==> config.mk <==
export PLATFORM = sky130hd
export DESIGN_NAME = cla_nibble_sequencer_flat
export DESIGN_NICKNAME = d
export VERILOG_FILES = /design/src/rtl/cla_nibble_sequencer_if.sv /design/src/rtl/cla_nibble_sequencer.sv /design/src/flat_wrapper.sv
export SDC_FILE = /design/constraint.sdc
export NUM_CORES = 1
export LEC_CHECK = 0
export CAP_MARGIN = 20
export CORE_UTILIZATION = 65
export DETAILED_ROUTE_END_ITERATION = 8
export DONT_BUFFER_PORTS = 1
export GPL_ROUTABILITY_DRIVEN = 0
export PLACE_DENSITY = 0.81
export SLEW_MARGIN = 20
export SYNTH_ARGS = -nofsm -noshare
export SYNTH_HDL_FRONTEND = slang
export SYNTH_SLANG_ARGS = --single-unit
export TNS_END_PERCENT = 20
==> constraint.sdc <==
create_clock -name clk -period 5.9 [get_ports clk]
set_input_delay 1.18 -clock clk [delete_from_list [all_inputs] [get_ports clk]]
set_output_delay 1.18 -clock clk [all_outputs]
set_load 0.01 [all_outputs]
==> src/rtl/cla_nibble_sequencer_if.sv <==
// Operand/result bundle for the nibble-serial adder: request side, abort and result handshake.
// The consumer side (master) drives operands and acknowledges; the adder (slave) reports state and result.
interface cla_nibble_sequencer_if;
    logic        start;
    logic        op_sub;
    logic [15:0] a;
    logic [15:0] b;
    logic        cin;
    logic        abort;
    logic        result_ack;
    logic        ready;
    logic        busy;
    logic        done;
    logic [15:0] sum;
    logic        cout;
    logic        ovf;

    modport master (
        output start, op_sub, a, b, cin, abort, result_ack,
        input  ready, busy, done, sum, cout, ovf
    );

    modport slave (
        input  start, op_sub, a, b, cin, abort, result_ack,
        output ready, busy, done, sum, cout, ovf
    );
endinterface

==> src/rtl/cla_nibble_sequencer.sv <==
// 16-bit add/subtract using one 4-bit carry-lookahead adder, one nibble per cycle.
// Latency: done rises 4 edges after start is accepted; result held until result_ack.
// Backpressure: start only accepted while ready; abort cancels a run without touching the result.
module cla_nibble_sequencer (
    input  logic                     clk,
    input  logic                     rst_n,
    cla_nibble_sequencer_if.slave    bus
);
    localparam logic [1:0] ST_IDLE = 2'd0;
    localparam logic [1:0] ST_RUN  = 2'd1;
    localparam logic [1:0] ST_DONE = 2'd2;

    logic [1:0]  state;
    logic [1:0]  nibble_cnt;
    logic        carry_reg;
    logic [15:0] a_reg;
    logic [15:0] beff_reg;
    logic [15:0] acc;
    logic [15:0] sum_q;
    logic        cout_q;
    logic        ovf_q;

    logic [3:0]  na, nb, ng, np, nsum;
    logic [4:0]  c;
    logic [15:0] acc_next;

    // Single shared 4-bit lookahead adder, operand nibble selected by nibble_cnt.
    always_comb begin
        na   = a_reg[{nibble_cnt, 2'b00} +: 4];
        nb   = beff_reg[{nibble_cnt, 2'b00} +: 4];
        ng   = na & nb;
        np   = na ^ nb;
        c[0] = carry_reg;
        c[1] = ng[0] | (np[0] & c[0]);
        c[2] = ng[1] | (np[1] & ng[0]) | (np[1] & np[0] & c[0]);
        c[3] = ng[2] | (np[2] & ng[1]) | (np[2] & np[1] & ng[0])
             | (np[2] & np[1] & np[0] & c[0]);
        c[4] = ng[3] | (np[3] & ng[2]) | (np[3] & np[2] & ng[1])
             | (np[3] & np[2] & np[1] & ng[0])
             | (np[3] & np[2] & np[1] & np[0] & c[0]);
        nsum = np ^ c[3:0];
        acc_next = acc;
        acc_next[{nibble_cnt, 2'b00} +: 4] = nsum;
    end

    always_ff @(posedge clk or negedge rst_n) begin
        if (!rst_n) begin
            state      <= ST_IDLE;
            nibble_cnt <= 2'd0;
            carry_reg  <= 1'b0;
            a_reg      <= 16'h0000;
            beff_reg   <= 16'h0000;
            acc        <= 16'h0000;
            sum_q      <= 16'h0000;
            cout_q     <= 1'b0;
            ovf_q      <= 1'b0;
        end else begin
            case (state)
                ST_IDLE: begin
                    if (bus.start) begin
                        a_reg      <= bus.a;
                        // Subtract folds into add: A + ~B + 1.
                        beff_reg   <= bus.op_sub ? ~bus.b : bus.b;
                        carry_reg  <= bus.op_sub ? 1'b1 : bus.cin;
                        nibble_cnt <= 2'd0;
                        acc        <= 16'h0000;
                        state      <= ST_RUN;
                    end
                end
                ST_RUN: begin
                    if (bus.abort) begin
                        acc        <= 16'h0000;
                        nibble_cnt <= 2'd0;
                        state      <= ST_IDLE;
                    end else begin
                        acc        <= acc_next;
                        carry_reg  <= c[4];
                        nibble_cnt <= nibble_cnt + 2'd1;
                        if (nibble_cnt == 2'd3) begin
                            sum_q  <= acc_next;
                            cout_q <= c[4];
                            ovf_q  <= (a_reg[15] == beff_reg[15]) & (nsum[3] != a_reg[15]);
                            state  <= ST_DONE;
                        end
                    end
                end
                ST_DONE: begin
                    if (bus.result_ack) state <= ST_IDLE;
                end
                default: state <= ST_IDLE;
            endcase
        end
    end

    assign bus.ready = (state == ST_IDLE);
    assign bus.busy  = (state == ST_RUN);
    assign bus.done  = (state == ST_DONE);
    assign bus.sum   = sum_q;
    assign bus.cout  = cout_q;
    assign bus.ovf   = ovf_q;
endmodule

==> src/flat_wrapper.sv <==
// flat-port wrapper written by rule: the top's interface ports become plain ports
module cla_nibble_sequencer_flat 
  (clk, rst_n, bus_start, bus_op_sub, bus_a, bus_b, bus_cin, bus_abort, bus_result_ack, bus_ready, bus_busy, bus_done, bus_sum, bus_cout, bus_ovf);
  cla_nibble_sequencer_if bus_i ();
  input  logic clk;
  input  logic rst_n;
  input wire logic [$bits(bus_i.start)-1:0] bus_start;
  input wire logic [$bits(bus_i.op_sub)-1:0] bus_op_sub;
  input wire logic [$bits(bus_i.a)-1:0] bus_a;
  input wire logic [$bits(bus_i.b)-1:0] bus_b;
  input wire logic [$bits(bus_i.cin)-1:0] bus_cin;
  input wire logic [$bits(bus_i.abort)-1:0] bus_abort;
  input wire logic [$bits(bus_i.result_ack)-1:0] bus_result_ack;
  output wire logic [$bits(bus_i.ready)-1:0] bus_ready;
  output wire logic [$bits(bus_i.busy)-1:0] bus_busy;
  output wire logic [$bits(bus_i.done)-1:0] bus_done;
  output wire logic [$bits(bus_i.sum)-1:0] bus_sum;
  output wire logic [$bits(bus_i.cout)-1:0] bus_cout;
  output wire logic [$bits(bus_i.ovf)-1:0] bus_ovf;
  assign bus_i.start = bus_start;
  assign bus_i.op_sub = bus_op_sub;
  assign bus_i.a = bus_a;
  assign bus_i.b = bus_b;
  assign bus_i.cin = bus_cin;
  assign bus_i.abort = bus_abort;
  assign bus_i.result_ack = bus_result_ack;
  assign bus_ready = bus_i.ready;
  assign bus_busy = bus_i.busy;
  assign bus_done = bus_i.done;
  assign bus_sum = bus_i.sum;
  assign bus_cout = bus_i.cout;
  assign bus_ovf = bus_i.ovf;
  cla_nibble_sequencer u_core (.clk(clk), .rst_n(rst_n), .bus(bus_i));
endmodule
==> reports/metrics.csv <==
stage,metric,value,unit
job,Max Cap Viol,0,
worst_setup_path,worst r2r path cells,6,
floorplan,Std-Cell Rows,26,
placed_design,hpwl dp,4650,um
synth,Synth Cell Area,0.00350,mm^2
worst_setup_path,data arrival time of the critical path,3.20,ns
pwr,Pwr Density,543,mW/mm^2
grt,GRT overflow,0,
pwr,Switching Share,42.2,%
synth,Syn. warnings,0,
pwr,sw power,0.845,mW
synth,post-synthesis sequential area ratio,50.7,%
clocking,clock tree from TritonCTS,done,
min_path,hold path cells,2,
worst_setup_path,Setup crit end kind,flip-flop,
timing,worst clock skew,0.0103,ns
detailed_routing,Vias/cell,5.97,
clocking,post-cts sizing count,0,
pwr,sequential share of power,38.9,%
floorplan,die height,75.4,um
synth,Gate Count Post-Synth,348,
floorplan,total core area,0.00514,mm^2
clocking,Worst-Skew Late Latency,0.35,ns
grt,GR Util met1,32.4,%
timing,unrepaired setup endpoints after global routing,false,
clocking,postcts setup bufs,0,
detailed_routing,Iteration-0 DRC Markers,112,
synth,"EDFF count, synth",0,
layout,share of cells above drive strength 1,9.57,%
synth,Synth top area share,50.7,%
timing,Final Critical Period,3.00,ns
grt,met3 GRT Util,9.92,%
grt,GRT met2 Usage,44.1,%
timing,maximum clock rate,333,MHz
timing,Final WS setup,2.90,ns
clocking,Sink Count,71,
detailed_routing,drt total wl,6700,um
timing,"Hold Vio Cnt, Final",0,
grt,first-pass GRT wire length,11000,um
timing,relative slew slack,42.5,%
clocking,Hold Buf Count CTS,0,
clocking,CTS Root Cell,clkbuf_8,
synth,number of synthesized register bits,71,
min_path,Hold Crit Class,reg2reg,
timing,Setup Viol. Count Final,0,
pwr,Logic pwr share,42.6,%
grt,grt peak-use layer,met2,
outcome,result of the run,"complete, no violations",
worst_setup_path,Crit Path Max Fanout,16,
grt,initial antenna violation count,0,
clocking,H-Tree Depth,3,
detailed_routing,DR DRC count,0,
synth,post-synthesis cell type count,44,
synth,Main synth FF type,dfrtp_1,
pwr,leak pwr,1.67,nW
timing,worst slew pin tran,0.856,ns
min_path,Worst Hold Launch,u_core.a_reg[7],
grt,largest net degree at the start of global routing,72,
detailed_routing,via count,2479,
detailed_routing,wire per inst,16.1,um
floorplan,die area,0.00569,mm^2
floorplan,I/O Pins,60,
synth,Mean Syn Cell Area,10.1,um^2
timing,Slew Limit Fails,0,
floorplan,floorplan die width,75.4,um
synth,Post-Syn Nets,399,
layout,Final nets,393,
pwr,Clock Power Share,18.4,%
clocking,"CTS clk-pin slew, worst paths",0.07,ns
synth,most area-consuming cells after synthesis,"dfrtp_1 51%, nand2_1 9.9%, mux4_2 5.1%",
floorplan,Initial Util,68.2,%
timing,Min Hold Slack,0.476,ns
timing,Setup TNS,0,ns
clocking,CTS buffer count,9,
synth,Synth area leader,dfrtp_1,
timing,Tcrit/Tclk final,50.9,%
placed_design,Port Buffers,0,
layout,area grow syn2layout,5.28,%
layout,antenna fix cells,0,
pwr,Pint,1.16,mW
worst_setup_path,path type of the worst setup path,reg2reg,
clocking,clk buf depth,2,
worst_setup_path,crit path from,u_core.nibble_cnt[0],
grt,overall routing resource usage,26.7,%
detailed_routing,Pre-antenna DRT Iters,4,
worst_setup_path,R2R Path Start,u_core.nibble_cnt[0],
pwr,"IR drop worst, VDD",0.311,mV
detailed_routing,ANT nets after route,0,
synth,Synth async-reset ratio,100,%
layout,Fillers,423,
worst_setup_path,Worst Path Required,6.09,ns
placed_design,worst slack at placement,2.84,ns
grt,vias in the first global route,2392,
worst_setup_path,startpoint types,flip-flop,
-- Yosys cell counts (all sizes together), types with 3 or more instances --
cell / count
nand2: 92
and2: 3
a32o: 4
buf: 15
clkbuf: 3
a22o: 4
nor3b: 5
nor3: 3
mux4: 8
o21ai: 41
a21oi: 13
xnor2: 18
nor2: 17
inv: 8
dfrtp: 71
a221oi: 6
o211ai: 3
ha: 11
-- path summary, 6_finish.rpt --
check / end / slack [ns]
worst max-delay path: u_core.bus.sum[14] / 2.90
worst min-delay path: u_core.a_reg[7] / 0.48
worst max register to register: u_core.bus.sum[14] / 2.90
worst min register to register: u_core.a_reg[7] / 0.48
max in group asynchronous: u_core.a_reg[12] / 5.25
min in group asynchronous: u_core.acc[7] / 0.52
-- layer usage --
layer / vias to the layer above / routed length [um]
met5: - / 0
met3: 16 / 410
li1: 1180 / -
met4: 0 / 114
met1: 1213 / 2770
met2: 70 / 3400
-- kinds of logic after synthesis --
| logic type | share of synthesized area (%) |
|---|---|
| compound gates | 14.7 |
| xor+xnor | 4.96 |
| fa+ha+maj | 4.50 |
| buf+inv | 3.53 |
| flops | 50.7 |
| mux | 5.14 |
| simple gates | 16.4 |
-- power groups by stage --
stage / Combinational (mW) / Clock, mW / Sequential, mW
after floorplan: 0.691 / 0 / 0.731
after global placement: 0.816 / 0 / 0.784
after detailed placement: 0.847 / 0 / 0.792
after CTS: 0.852 / 0.378 / 0.782
after global routing: 0.950 / 0.395 / 0.805
final: 0.854 / 0.369 / 0.780
-- worst max-delay path: stages (launching register included) --
cell and delay (ns):
dfrtp_1 0.81, mux4_2 0.65, ha_1 0.33, a21o_1 0.11, a21oi_1 0.07, xnor2_1 0.68
o211ai_1 0.19
-- layout by cell type, fill, tap and decap left out, types with 2 or more instances in the layout --
cell,netlist,routed
o22ai_1,2,2
o21ai_2,5,5
ha_1,11,11
a221oi_1,6,6
mux4_2,8,8
o21ai_0,22,22
a32o_1,4,4
o211ai_1,3,3
dfrtp_1,71,71
nand2_1,92,92
nor2b_1,2,2
a21o_1,2,2
o21bai_1,2,2
a22o_1,4,4
and2_1,3,3
a21oi_1,13,13
clkbuf_1,3,3
nor2_1,17,17
xnor2_1,17,17
clkbuf_8,0,10
nor3b_1,4,4
o21ai_1,14,14
nor3_1,3,3
nand3_1,2,2
inv_1,7,7
-- area by class of cell --
type / instances / area (um^2) / share of cell area (%)
clock inverter: 1 / 30.0 / 0.814
clock buffer: 13 / 149 / 4.04
inverter: 8 / 30.0 / 0.814
multi-input combinational: 251 / 1610 / 43.6
sequential: 71 / 1780 / 48.2
timing repair buffer: 1 / 7.51 / 0.203
tap: 70 / 87.6 / 2.37
-- through the flow --
| stage | total power [mW] | util, % | std cells | cell area [um^2] |
|---|---|---|---|---|
| floorplan | 1.42 | - | 348 | 3500 |
| global placement | 1.60 | 68.2 | 401 | 3510 |
| detailed placement | 1.64 | 68.2 | 401 | 3510 |
| CTS | 2.01 | 71.7 | 415 | 3680 |
| global route | 2.15 | 71.8 | 415 | 3690 |
| finish | 2.00 | 71.8 | 415 | 3690 |
No activity file was read; power rests on OpenSTA's default activity.
